===== config.mk =====
export PLATFORM = sky130hd
export DESIGN_NAME = multi_down_timer
export DESIGN_NICKNAME = d
export VERILOG_FILES = /design/src/rtl/timer_pkg.sv /design/src/rtl/down_timer_channel.sv /design/src/rtl/multi_down_timer.sv
export SDC_FILE = /design/constraint.sdc
export NUM_CORES = 1
export LEC_CHECK = 0
export ABC_AREA = 1
export CAP_MARGIN = 20
export CORE_MARGIN = 1.5
export CORE_UTILIZATION = 40
export CTS_BUF_LIST = sky130_fd_sc_hd__clkbuf_8 sky130_fd_sc_hd__clkbuf_16
export CTS_CLUSTER_SIZE = 24
export DETAILED_ROUTE_END_ITERATION = 8
export SYNTH_ARGS = -nofsm -noshare
export SYNTH_HDL_FRONTEND = slang
export SYNTH_SLANG_ARGS = --single-unit

===== constraint.sdc =====
create_clock -name CLK -period 2.7 [get_ports CLK]
set_input_delay 0.54 -clock CLK [delete_from_list [all_inputs] [get_ports CLK]]
set_output_delay 0.54 -clock CLK [all_outputs]
set_load 0.1 [all_outputs]

===== src/rtl/timer_pkg.sv =====
// Shared definitions for the down-timer bank.
// Channel mode encoding used by MODE inputs.
package timer_pkg;

   typedef enum logic {
      MODE_ONESHOT = 1'b0,
      MODE_RELOAD  = 1'b1
   } mode_e;

endpackage


===== src/rtl/down_timer_channel.sv =====
// One timer channel: reload register, saturating down counter,
// RUN flag and registered terminal-count pulse.
module down_timer_channel
   import timer_pkg::*;
#(
   parameter int WIDTH = 32
) (
   input  logic             clk,
   input  logic             rst,
   input  logic             tick,
   input  logic             wr,
   input  logic [WIDTH-1:0] wr_data,
   input  logic             ld,
   input  logic             en,
   input  logic             mode,
   output logic [WIDTH-1:0] q,
   output logic             run,
   output logic             tc
);

   logic [WIDTH-1:0] reload;
   logic [WIDTH-1:0] ld_val;
   logic [WIDTH-1:0] q_nxt;
   logic             run_nxt;
   logic             tc_nxt;

   always_ff @(posedge clk) begin
      if (rst) begin
         reload <= '0;
      end else if (wr) begin
         reload <= wr_data;
      end
   end

   always_comb begin
      ld_val  = wr ? wr_data : reload;
      q_nxt   = q;
      run_nxt = run;
      tc_nxt  = 1'b0;
      if (ld) begin
         q_nxt   = ld_val;
         run_nxt = (ld_val != '0);
      end else if (run && en && tick) begin
         if (q > WIDTH'(1)) begin
            q_nxt = q - WIDTH'(1);
         end else begin
            tc_nxt = 1'b1;
            // Auto-reload takes the stored value, never the write bypass.
            if (mode_e'(mode) == MODE_RELOAD) begin
               q_nxt   = reload;
               run_nxt = (reload != '0);
            end else begin
               q_nxt   = '0;
               run_nxt = 1'b0;
            end
         end
      end
   end

   always_ff @(posedge clk) begin
      if (rst) begin
         q   <= '0;
         run <= 1'b0;
         tc  <= 1'b0;
      end else begin
         q   <= q_nxt;
         run <= run_nxt;
         tc  <= tc_nxt;
      end
   end

endmodule


===== src/rtl/multi_down_timer.sv =====
// Bank of NCH down timers sharing one programmable prescaler.
// Prescaler and reload-write decode live here; channels do the rest.
module multi_down_timer
   import timer_pkg::*;
#(
   parameter int WIDTH = 32,
   parameter int NCH   = 4,
   parameter int CHW   = 2,
   parameter int PSW   = 8
) (
   input  logic                 CLK,
   input  logic                 RST,
   input  logic [PSW-1:0]       PSC,
   input  logic                 WR_EN,
   input  logic [CHW-1:0]       WR_CH,
   input  logic [WIDTH-1:0]     WR_DATA,
   input  logic [NCH-1:0]       LD,
   input  logic [NCH-1:0]       EN,
   input  logic [NCH-1:0]       MODE,
   output logic [NCH*WIDTH-1:0] Q,
   output logic [NCH-1:0]       RUN,
   output logic [NCH-1:0]       TC
);

   logic [PSW-1:0] psc_cnt;
   logic           tick;
   logic [NCH-1:0] wr_sel;

   // >= rather than == so lowering PSC never strands the count.
   assign tick = (psc_cnt >= PSC);

   always_ff @(posedge CLK) begin
      if (RST) begin
         psc_cnt <= '0;
      end else if (tick) begin
         psc_cnt <= '0;
      end else begin
         psc_cnt <= psc_cnt + PSW'(1);
      end
   end

   for (genvar i = 0; i < NCH; i++) begin : g_ch
      assign wr_sel[i] = WR_EN && (WR_CH == CHW'(i));

      down_timer_channel #(
         .WIDTH(WIDTH)
      ) u_ch (
         .clk    (CLK),
         .rst    (RST),
         .tick   (tick),
         .wr     (wr_sel[i]),
         .wr_data(WR_DATA),
         .ld     (LD[i]),
         .en     (EN[i]),
         .mode   (MODE[i]),
         .q      (Q[i*WIDTH +: WIDTH]),
         .run    (RUN[i]),
         .tc     (TC[i])
      );
   end

endmodule

==> flow_summary.toml, run 1 <==
[run_status]
status = "completed"

[clocking]
clock_latency_ns = 0.56
numCtsBuffers = 34
clockBufferDepth = 3
h-tree-depth = 2
cts_resized = 0
cts-root-buf = "clkbuf_16"
tritoncts = "yes"
post_cts_buffers = 0
cts_sinks = 272
postCtsHoldBufs = 0
clkTransAtPathRegs_ns = 0.06

[sta]
slew_viol_final = 0
maxSlewHeadroom_pct = 26.0
final-setup-viol-count = 0
rsz0062_at_grt = "false"
worst_pin_slew_ns = 1.11
fin_ws_ns = 0.323
period_minus_slack_ns = 2.38
min_period_over_period_pct = 88.0
finClkSkew_ns = 0.0266
hold_viol = 0
fmax_mhz = 421

[setup_path]
timing.rr.end = "g_ch[3].u_ch.q[28]"
critical-path-top-delay-family = "buffers and inverters"
cp_max_fo = 12
end_kind = "flop"
slowest_delay_ns = 0.45
cp.buffers_inverters = 5
rr_startpoint = "g_ch[3].u_ch.q[0]"
critical_path.startpoint_type = "primary input"
slowest_stage = "clkdlybuf4s50_1"
crit_chain = "clkdlybuf4s50_1, inv_1, ha_1, nand2_1, nor2_1, nand4_1, nand3_2, buf_12, nand2_2, buf_4, nor4_1, buf_4"
path_common_cell = "buf_4"
cp.required_ns = 3.18
rrSetupSlack_ns = 0.33
worst_ep_arrival_time_ns = 2.86
r2r_cells = 11
cp-endpoint = "g_ch[0].u_ch.tc"
path_depth = 12
crit_start = "PSC[7]"
worstSetupPathType = "primary input to flop"

[synth]
synth_top_family_by_area = "simple AND/OR/NAND/NOR gates"
synth_compound_area_share_pct = 10.3
synthesis.nets = 3006
ys_warn_count = 0
ys_seq_elements = 272
synth_cell_types = 41
synth_fa_ha_area_share_pct = 1.21
ys_seq_area_share_pct = 30.9
syn-cell-area_sq_mm = 0.0176
yosys.area_share.simple_pct = 42.8
syn_inst = 2932
synth.area.mux_share_pct = 0
synthXorXnorAreaFrac_pct = 2.83
synth.avg_cell_area_sq_um = 6.01

[detailed_routing]
dr_total_vias = 20164
drt_iter0_drc = 1854
avgRoutedWirePerCell_um = 18.2
drtPass1Iterations = 6
drt-total-wl_mm = 70.4
drtAntennaViolNets = 0
via_per_inst = 5.22
drc = 0

[power]
p_clk_share_pct = 35.7
powerDensity_mw_per_mm2 = 597
seqPwrFrac_pct = 33.8
p_int_uw = 8270
switching_share_pct = 37.3
ir_drop_v = 0.000386
p_sw_uw = 4930
leakage_uw = 0.0116
comb_power_share_pct = 30.5

[worst_hold_path]
hold_depth = 3
hold_path_class = "primary input to flop"

[global_route]
antenna_found_initial = 2
grt_usage_pct = 30.9
grt_max_degree = 69
grt_pass1_vias = 18891
grt_pass1_wl_mm = 107
grt_overflow = 0

[floorplanning]
num_io_pins = 193
die_y_um = 213
dieArea_sq_mm = 0.0453
core_sq_mm = 0.0433
die_w_um = 213
rows = 76
start_util_pct = 40.7

[finish]
fin_cells = 3861
areaGrowthSynthToFinish_pct = 25.6
mostFrequentLayoutCells = "nand2_1 (747), nor2_1 (546), inv_1 (378), buf_4 (330), nand3_1 (290)"
fillers = 4486
layout.nets = 3327
mostFrequentLayoutCell = "nand2_1"
fin_util_pct = 51.1
drive_gt1_share_pct = 15.2

[placed_design]
place_inst = 3802
dp_worst_setup_slack_ns = -0.197
port_buffers = 192
dp_hpwl_mm = 53.7
gp_congestion = 0.975

[run]
maxCapViolations = 0
[how the worst min path moves through the flow]
stage,endpoint,slack (ns),startpoint
2_1_floorplan,psc_cnt[0],0.44,psc_cnt[0]
3_3_place_gp,psc_cnt[0],0.47,psc_cnt[0]
3_5_place_dp,psc_cnt[0],0.47,psc_cnt[0]
4_1_cts,g_ch[0].u_ch.reload[30],0.46,RST
5_1_grt,g_ch[0].u_ch.reload[27],0.49,RST
6_report,g_ch[0].u_ch.reload[30],0.48,RST
[per-layer routing]
| metal | routed length [um] | GRT usage, % | vias up |
|---|---|---|---|
| met5 | 31 | 0 | - |
| met4 | 2640 | 13.1 | 4 |
| met1 | 30800 | 41.3 | 9327 |
| met3 | 5130 | 4.18 | 141 |
| li1 | - | - | 9907 |
| met2 | 31800 | 49.8 | 785 |
[metrics by stage]
| step | setup TNS (ns) | total power [uW] | hold slack (ns) | instance area, sq um |
|---|---|---|---|---|
| finish | 0 | 13200 | 0.476 | 22100 |
| global route | 0 | 13800 | 0.493 | 22100 |
| CTS | 0 | 13200 | 0.463 | 22100 |
| detailed placement | -3.38 | 8510 | 0.472 | 21000 |
| global placement | -1.27 | 8500 | 0.466 | 21000 |
| floorplan | 0 | 7230 | 0.441 | 17600 |
[kinds of logic (layout without fill, tap and decap cells)]
logic type / Yosys count / count (layout)
AO/OA/AOI/OAI: 325 / 325
XOR/XNOR: 57 / 57
other: 0 / 1
flip-flops: 272 / 272
adder cells (fa/ha/maj): 17 / 17
buffers and inverters: 497 / 840
AND/OR/NAND/NOR: 1764 / 1764
[cell usage after synthesis (all sizes together)]
master	instances	area share, %
clkinv	2	0.043
nand3	296	8.8
nor3b	1	0.043
o22ai	46	1.6
and2	1	0.036
o2bb2ai	1	0.050
nand3b	4	0.17
xor2	41	2.0
clkbuf	45	0.96
nand4	64	2.3
nand2	756	16
buf	70	2.9
o211ai	2	0.085
nor4	3	0.11
ha	17	1.2
nor3	20	0.57
o21bai	30	1.3
o21a	9	0.38
dfxtp	272	31
a21o	2	0.085
xnor2	16	0.80
o21ai	194	5.6
inv	380	8.1
or2	48	1.7
nor2	571	13
a21oi	41	1.2
[worst register-to-register path, stage by stage (launching register included)]
cell,delay [ns]
dfxtp_1,0.35
inv_1,0.12
ha_1,0.31
nand2_1,0.15
nor2_4,0.28
nor2_1,0.09
nor2_1,0.23
nand2_1,0.26
nand3_1,0.17
nand2_1,0.07
a21oi_1,0.14
nor2_1,0.05
[state kept, by name, summed over array words and instances, names as in the netlist]
register	cells
psc_cnt	8
g_ch.u_ch.q	128
g_ch.u_ch.run	4
g_ch.u_ch.reload	128
g_ch.u_ch.tc	4
[cell type report]
cell class | count | area (sq um) | share of cell area (%)
clock inverters | 17 | 160 | 0.724
flip-flops and latches | 272 | 5450 | 24.6
well taps | 585 | 732 | 3.31
multi-input cells | 2163 | 10100 | 45.5
diodes | 1 | 2.50 | 0.0113
inverters | 382 | 1440 | 6.49
clock buffers | 41 | 958 | 4.33
repair buffers | 400 | 3330 | 15.0
[power by group through the flow]
| stage | sequential [uW] | clock (uW) | combinational [uW] |
|---|---|---|---|
| 6_report | 4460 | 4720 | 4020 |
| 5_1_grt | 4490 | 4940 | 4370 |
| 4_1_cts | 4460 | 4780 | 3990 |
| 3_5_place_dp | 4540 | 0 | 3970 |
| 3_3_place_gp | 4540 | 0 | 3960 |
| 2_1_floorplan | 5260 | 0 | 1960 |
Power figures use the tool's default switching activity.
==> run 2: changes to the inputs <==
GPL_ROUTABILITY_DRIVEN = 1   (was not set)
==> results of run 2 <==
The final DEF is identical to that of run 1; final timing and power are the same.
==> run 3: changes to the inputs <==
CORE_MARGIN = not set   (was 1.5)
CTS_CLUSTER_SIZE = not set   (was 24)
SLEW_MARGIN = 25   (was not set)
==> flow_summary.toml, run 3 (same netlist as run 1, synthesis figures left out) <==
[run_status]
status = "completed"

[floorplanning]
dieArea_sq_mm = 0.0449
rows = 76
start_util_pct = 40.7
core_sq_mm = 0.0433
die_y_um = 212
num_io_pins = 193
die_w_um = 212

[power]
powerDensity_mw_per_mm2 = 609
ir_drop_v = 0.000405
leakage_uw = 0.0114

[detailed_routing]
drt-total-wl_mm = 70.2
drt_iter0_drc = 1757
drc = 0
dr_total_vias = 19851
avgRoutedWirePerCell_um = 18.4
drtPass1Iterations = 6
via_per_inst = 5.21
drtAntennaViolNets = 0

[sta]
slew_viol_final = 0
finClkSkew_ns = 0.0175
min_period_over_period_pct = 86.3
rsz0062_at_grt = "false"
period_minus_slack_ns = 2.33
fmax_mhz = 429
final-setup-viol-count = 0
fin_ws_ns = 0.371
maxSlewHeadroom_pct = 52.7
hold_ws_ns = 0.480
worst_pin_slew_ns = 0.706
hold_viol = 0

[setup_path]
end_kind = "flop"
cp_max_fo = 9
critical_path.startpoint_type = "flop"
worst_ep_arrival_time_ns = 2.75
worstSetupPathType = "flop to flop"
cp.required_ns = 3.12

[clocking]
postCtsHoldBufs = 0
cts_resized = 0
cts-root-buf = "clkbuf_16"
clock_latency_ns = 0.55
cts_sinks = 272
clkTransAtPathRegs_ns = 0.06
h-tree-depth = 2
clockBufferDepth = 3
tritoncts = "yes"
numCtsBuffers = 35
post_cts_buffers = 0

[run]
maxCapViolations = 0

[finish]
layout.nets = 3275
mostFrequentLayoutCell = "nand2_1"
drive_gt1_share_pct = 13.9
fin_util_pct = 50.2
areaGrowthSynthToFinish_pct = 23.2
fin_cells = 3811
top_regs = "g_ch.u_ch.q: 128 flops, g_ch.u_ch.reload: 128 flops, psc_cnt: 8 flops"
mostFrequentLayoutCells = "nand2_1 (747), nor2_1 (545), inv_1 (380), nand3_1 (290), buf_4 (281)"
fillers = 4561
antenna_cells = 0

[worst_hold_path]
hold_path_class = "flop to flop"

[placed_design]
place_inst = 3749
dp_worst_setup_slack_ns = -0.113
gp_congestion = 0.981
port_buffers = 192
dp_hpwl_mm = 53.7

[global_route]
grt_max_degree = 83
grt_usage_pct = 31.0
grt_pass1_wl_mm = 107
antenna_found_initial = 1
grt_pass1_vias = 18757
grt_overflow = 0
[run 3: cell types whose count changed in the layout (fill, tap and decap cells not counted), moves of 2 or more]
cell,before,now
buf_12,15,11
clkbuf_8,6,8
inv_6,1,3
inv_1,378,380
buf_4,330,281
[run 3: worst paths after layout]
path | from | end | slack [ns] | cells after the start
max | g_ch[3].u_ch.q[0] | g_ch[3].u_ch.q[20] | 0.37 | 11
min | psc_cnt[0] | psc_cnt[0] | 0.48 | 1
max reg2reg | g_ch[3].u_ch.q[0] | g_ch[3].u_ch.q[20] | 0.37 | 11
min reg2reg | psc_cnt[0] | psc_cnt[0] | 0.48 | 1
[run 3: power breakdown]
group / switching, uW / internal (uW) / total (uW)
Clock: 1950 / 2870 / 4820
Combinational: 2770 / 1160 / 3940
Sequential: 224 / 4230 / 4460
Total: 4950 / 8270 / 13200
[run 3: stage by stage]
stage | cell area (sq um) | TNS, ns | total power [uW]
floorplan | 17600 | 0 | 7230
global placement | 20500 | -0.672 | 8400
detailed placement | 20500 | -3.99 | 8420
CTS | 21700 | 0 | 13200
global route | 21700 | 0 | 13800
finish | 21700 | 0 | 13200
[run 3: per-layer routing]
layer	part of all wire, %	GRT usage (%)	up-vias
met2	45	50.7	722
met4	3.3	11.4	0
met1	44	41.6	9190
met3	7.1	4.06	123
li1	-	-	9816
met5	0	0	-
[run 3: area by class of cell]
| class | count | area [sq um] | area share, % |
|---|---|---|---|
| flip-flops and latches | 272 | 5450 | 25.1 |
| well taps | 585 | 732 | 3.37 |
| clock buffers | 43 | 986 | 4.54 |
| inverters | 382 | 1440 | 6.61 |
| repair buffers | 347 | 2880 | 13.3 |
| multi-input cells | 2163 | 10100 | 46.3 |
| clock inverters | 19 | 171 | 0.790 |
[run 3: critical path, stage by stage (launching register included)]
cell     delay [ns]
dfxtp_1        0.35
inv_1          0.11
ha_1           0.30
nand2_1        0.15
nor2_4         0.27
nor2_1         0.09
nor2_1         0.24
nand2_1        0.24
nand3_1        0.20
o21ai_0        0.10
nand2_1        0.07
nand3_1        0.07
